<file path="config.mk">
export PLATFORM = sky130hd
export DESIGN_NAME = dffnq_pipe_bank
export DESIGN_NICKNAME = d
export VERILOG_FILES = /design/src/rtl/dffnq_pipe_pkg.sv /design/src/rtl/dffnq_pipe_stage.sv /design/src/rtl/dffnq_pipe_bank.sv
export SDC_FILE = /design/constraint.sdc
export NUM_CORES = 1
export LEC_CHECK = 0
export CAP_MARGIN = 30
export CELL_PAD_IN_SITES_DETAIL_PLACEMENT = 0
export CELL_PAD_IN_SITES_GLOBAL_PLACEMENT = 1
export CORE_MARGIN = 2
export CORE_UTILIZATION = 48
export DETAILED_ROUTE_END_ITERATION = 6
export GPL_TIMING_DRIVEN = 0
export HOLD_SLACK_MARGIN = 0.03
export PLACE_DENSITY_LB_ADDON = 0.1
export SLEW_MARGIN = 10
export SYNTH_ARGS = -nofsm -noshare
export SYNTH_HDL_FRONTEND = slang
export SYNTH_SLANG_ARGS = --single-unit
export TNS_END_PERCENT = 5
</file>
<file path="constraint.sdc">
create_clock -name CLKN -period 5.9 [get_ports CLKN]
set_clock_uncertainty 0.05 [all_clocks]
set_input_delay 1.18 -clock CLKN [delete_from_list [all_inputs] [get_ports CLKN]]
set_output_delay 1.18 -clock CLKN [all_outputs]
set_load 0.01 [all_outputs]
</file>
<file path="src/rtl/dffnq_pipe_pkg.sv">
// Shared definitions for the falling-edge register pipeline bank.
package dffnq_pipe_pkg;

  localparam logic RST_VAL = 1'b0;

  function automatic int cnt_w(input int depth);
    return $clog2(depth + 1);
  endfunction

endpackage

</file>
<file path="src/rtl/dffnq_pipe_stage.sv">
// One pipeline stage: WIDTH data flops plus a valid tag, all on the falling edge.
// Scan mux present when DFFNQ_PIPE_BANK_SCAN_EN is defined.
module dffnq_pipe_stage
  import dffnq_pipe_pkg::*;
#(
  parameter int WIDTH = 8
) (
  input  logic             clkn_i,
  input  logic             rst_i,
  input  logic             en_i,
  input  logic             clr_i,
  input  logic [WIDTH-1:0] d_i,
  input  logic             v_i,
`ifdef DFFNQ_PIPE_BANK_SCAN_EN
  input  logic             se_i,
  input  logic             si_i,
`endif
  output logic [WIDTH-1:0] d_o,
  output logic             v_o
);

  typedef struct packed {
    logic             v;
    logic [WIDTH-1:0] d;
  } stage_t;

  stage_t st_q, st_d;

  always_comb begin
    st_d = st_q;
`ifdef DFFNQ_PIPE_BANK_SCAN_EN
    if (se_i) begin
      // Scan moves data bits only; the tag keeps its value.
      st_d.d = WIDTH'({st_q.d, si_i});
    end else
`endif
    if (clr_i) begin
      st_d.v = 1'b0;
    end else if (en_i) begin
      st_d.v = v_i;
      st_d.d = d_i;
    end
  end

  always_ff @(negedge clkn_i or posedge rst_i) begin
    if (rst_i) st_q <= {(WIDTH + 1){RST_VAL}};
    else       st_q <= st_d;
  end

  assign d_o = st_q.d;
  assign v_o = st_q.v;

endmodule

</file>
<file path="src/rtl/dffnq_pipe_bank.sv">
// Falling-edge WIDTH x DEPTH register pipeline with valid tags, stall, flush and occupancy count.
// Optional scan chain enabled by defining DFFNQ_PIPE_BANK_SCAN_EN.
module dffnq_pipe_bank
  import dffnq_pipe_pkg::*;
#(
  parameter int WIDTH = 8,
  parameter int DEPTH = 4
) (
  input  logic                      CLKN,
  input  logic                      RST,
  input  logic                      EN,
  input  logic                      FLUSH,
  input  logic [WIDTH-1:0]          D,
  input  logic                      DV,
`ifdef DFFNQ_PIPE_BANK_SCAN_EN
  input  logic                      SE,
  input  logic                      SI,
  output logic                      SO,
`endif
  output logic [WIDTH-1:0]          Q,
  output logic                      QV,
  output logic [cnt_w(DEPTH)-1:0]   CNT
);

  localparam int CW = cnt_w(DEPTH);

  logic [WIDTH-1:0] sd   [DEPTH];
  logic [WIDTH-1:0] in_d [DEPTH];
  logic [DEPTH-1:0] sv;
  logic [DEPTH-1:0] in_v;
  logic             se_act;
  logic [CW-1:0]    cnt_q, cnt_d;

`ifdef DFFNQ_PIPE_BANK_SCAN_EN
  logic [DEPTH-1:0] in_si;
  assign se_act = SE;
  assign SO     = sd[DEPTH-1][WIDTH-1];
`else
  assign se_act = 1'b0;
`endif

  assign in_d[0] = D;
  assign in_v[0] = DV;

  for (genvar i = 0; i < DEPTH; i++) begin : g_stage
    if (i > 0) begin : g_link
      assign in_d[i] = sd[i-1];
      assign in_v[i] = sv[i-1];
`ifdef DFFNQ_PIPE_BANK_SCAN_EN
      assign in_si[i] = sd[i-1][WIDTH-1];
`endif
    end else begin : g_head
`ifdef DFFNQ_PIPE_BANK_SCAN_EN
      assign in_si[0] = SI;
`endif
    end

    dffnq_pipe_stage #(.WIDTH(WIDTH)) u_stage (
      .clkn_i (CLKN),
      .rst_i  (RST),
      .en_i   (EN),
      .clr_i  (FLUSH),
      .d_i    (in_d[i]),
      .v_i    (in_v[i]),
`ifdef DFFNQ_PIPE_BANK_SCAN_EN
      .se_i   (SE),
      .si_i   (in_si[i]),
`endif
      .d_o    (sd[i]),
      .v_o    (sv[i])
    );
  end

  // Count tracks tags incrementally: one enters with DV, one leaves from the last stage.
  always_comb begin
    cnt_d = cnt_q;
    if (se_act) begin
      cnt_d = cnt_q;
    end else if (FLUSH) begin
      cnt_d = '0;
    end else if (EN) begin
      cnt_d = cnt_q + CW'(DV) - CW'(sv[DEPTH-1]);
    end
  end

  always_ff @(negedge CLKN or posedge RST) begin
    if (RST) cnt_q <= '0;
    else     cnt_q <= cnt_d;
  end

  assign Q   = sd[DEPTH-1];
  assign QV  = sv[DEPTH-1];
  assign CNT = cnt_q;

`ifndef SYNTHESIS
  a_cnt_popcount: assert property (@(posedge CLKN) disable iff (RST)
    cnt_q == CW'($countones(sv)));
`endif

endmodule

</file>
# --- After elaboration in Yosys (flattened, before gate mapping) ---
# Index checks and enable logic that the tools add are counted.
totals:
  regBits: 39
  output_inout_bits: 12
  wordCells: 24
op_classes:
  addsub: 2
  n_mux: 10
  n_bitwise: 1
  reduce_logical: 2
op_table:
  columns: ["cell", "n"]
  rows:
  - ["9-bit two-way mux", 4]
  - ["3-bit two-way mux", 2]
  - ["1-bit two-way mux", 4]
  - ["3-bit by 1-bit adder with 3-bit output", 1]
  - ["3-bit by 1-bit subtractor with 3-bit output", 1]
  - ["2-bit AND reduction", 1]
  - ["2-bit nonzero test", 1]
  - ["1-bit inverter", 1]

# --- Logic depth before layout (Yosys ltp) ---
depth:
  depth_word: 4
  mapped_depth: 9

# --- Modules after synthesis ---
# From an unflattened synthesis, not the netlist that was laid out.
unflattened:
  hier_cells: 107
  area_unflattened_um2: 1744.2
modules_own_cells:
  columns: ["module", "n_inst", "cells_per_inst", "area_per_inst_um2", "seq_area_each_um2"]
  rows:
  - ["dffnq_pipe_stage", 4, 22, 387.9, 225.2]
  - ["dffnq_pipe_bank", 1, 19, 192.7, 75.1]

==> impl_metrics.yaml <==
final_layout:
  diodes: 0
  fillers: 275
  final_cells: 178
  nets: 147
  drive_above_1_share_pct: 36.4
  syn_to_final_growth_pct: 19.2
  final_cell_mix: "dfrtn_1 (39), mux2_4 (30), clkdlybuf4s50_1 (22), nor2_1 (7)"
  layout_commonest_cell: "dfrtn_1"
worst_setup_path:
  rr_worst_depth: 9
  worst-setup-path-type: "in -> reg"
  start_kind: "input port"
  crit_fanout: 2
  required_ns: 3.09
  worst_ep_arrival_time_ns: 2.75
  end_kind: "register"
global_routing:
  grt_start_max_net_pins: 40
  grt_usage_pct: 14.7
  grt_overflow: 0
  grt_pass1_vias: 907
  grt_pass1_wl_um: 4450
  grt_antenna_before_repair: 0
clock_tree:
  path_clk_slew_ns: 0.07
  numCtsBuffers: 5
  cts_root_buffer: "clkbuf_4"
  clk_path_buf_depth: 2
  h-tree-depth: 2
  holdBufCountCts: 0
  cts.sinks: 39
  cts_tree: "built"
  clk_latency_ns: 0.33
  cts_setup_buffers: 0
  cts_resized: 0
floorplanning:
  start_util_pct: 51.0
  ioPinCount: 25
  die_y_um: 64.0
  die_w_um: 64.0
  dieArea_um2: 4100
  fp-row-count: 21
  core_um2: 3390
routing:
  firstDrtPassIters: 4
  drt.antenna.violating_nets: 0
  post_drt_via_cell_ratio: 4.79
  wl_per_cell_um: 14.0
  vias: 852
  wirelength_um: 2490
  drt_iter0_drc: 28
  drcViolationCount: 0
sta:
  finalSetupViolations: 0
  rsz0062_at_grt: "false"
  setup_ws_ns: 0.336
  relSlewSlack_pct: 48.3
  finalHoldViolCount: 0
  tightestPinTransition_ns: 0.774
  setup_tns_ns: 0
  final-max-slew-violation-count: 0
synthesis:
  synth.distinct_cells: 16
  synth_top_family_by_area: "multiplexers"
  synth_top_area_share_pct: 56.4
  synth_compound_area_share_pct: 1.23
  syn-num-nets: 118
  ys_ff_latch: 39
  synth_mux_area_share_pct: 30.2
  synthSimpleGateAreaFrac_pct: 2.68
  yosys_warnings: 0
  synth-xor-area-share_pct: 0.507
  syn_area_per_cell_um2: 17.0
  yosysTopAreaCell: "dfrtn_1"
  synth_area_leaders: "dfrtn_1 (56%), mux2_4 (26%), buf_12 (3.5%)"
  synth_area_um2: 1730
  synth_fa_ha_area_share_pct: 2.60
  synth_seq_area_share_pct: 56.4
  synthCells: 102
place:
  preCtsSetupSlack_ns: 0.00411
  routabilityCongestion: 0.656
  io_buffers: 22
  hpwl_um: 1680
  place_inst: 170
power_and_ir_drop:
  total_power_mw: 0.704
  p_leak_nw: 0.966
  power_density_nw_per_um2: 342
  ir_worst_vdd_mv: 0.164
min_path:
  hp-class: "reg -> reg"
  min_path_cells: 1
run:
  max-cap-violations: 0
status:
  status: "finished, final reports clean"
==> state kept, by name (all words and copies together) (netlist names) <==
register / flops
CNT: 3
g_stage.u_stage.d_o: 32
g_stage.u_stage.v_o: 4
==> cell type report <==
cell class,instances,area [um^2],area share [%]
Buffer,6,93.8,4.55
Multi-Input combinational cell,53,644,31.3
Clock inverter,2,12.5,0.607
Timing Repair Buffer,22,220,10.7
Clock buffer,6,41.3,2.00
Sequential cell,39,976,47.4
Tap cell,46,57.6,2.79
Inverter,4,15.0,0.729
==> through the flow <==
stage	hold slack (ns)	cell area, um^2	utilization (%)
after global routing	0.416	2060	60.8
after CTS	0.406	2060	60.8
after floorplan	0.385	1730	-
after global placement	0.394	2010	59.2
after detailed placement	0.406	2010	59.2
final	0.400	2060	60.8
==> synthesized netlist by cell type <==
library cell  instances
dfrtn_1              39
mux2_4               30
nor2_1                7
mux2i_1               5
inv_1                 4
buf_12                3
buf_6                 3
ha_1                  2
mux2_2                2
a211oi_1              1
a21oi_1               1
a31o_2                1
fa_1                  1
nand2b_1              1
nor2b_4               1
xor2_1                1
==> worst max-delay path, cell delays in order <==
cell and delay, ns:
clkdlybuf4s50_1 0.50, ha_1 0.16, inv_1 0.05, fa_1 0.37
xor2_1 0.19, a21oi_1 0.09, a31o_2 0.21
==> cell families after synthesis <==
logic type,Yosys count
flip-flops,39
multiplexers,37
AO/OA/AOI/OAI,3
AND/OR/NAND/NOR,9
adder cells (fa/ha/maj),3
XOR/XNOR,1
buffers and inverters,10
==> power breakdown <==
part	switching [mW]	internal, mW
clock	0.0853	0.0460
combinational	0.0562	0.140
sequential	0.0374	0.339
==> routing by layer <==
metal	vias to the layer above	track usage [%]	wire length (um)
li1	399	-	-
met5	-	0	0
met2	18	20.1	1080
met1	431	20.1	1260
met4	0	9.78	24
met3	4	4.58	126
==> path summary, 6_finish.rpt <==
path | startpoint | end | slack, ns
max | DV | CNT[2] | 0.34
min | g_stage[1].u_stage.d_o[7] | g_stage[2].u_stage.d_o[7] | 0.40
max reg2reg | CNT[0] | CNT[2] | 3.87
min reg2reg | g_stage[1].u_stage.d_o[7] | g_stage[2].u_stage.d_o[7] | 0.40
max in group asynchronous | RST | g_stage[0].u_stage.d_o[7] | 1.19
min in group asynchronous | RST | g_stage[3].u_stage.d_o[1] | 4.08
Power figures use the tool's default switching activity.
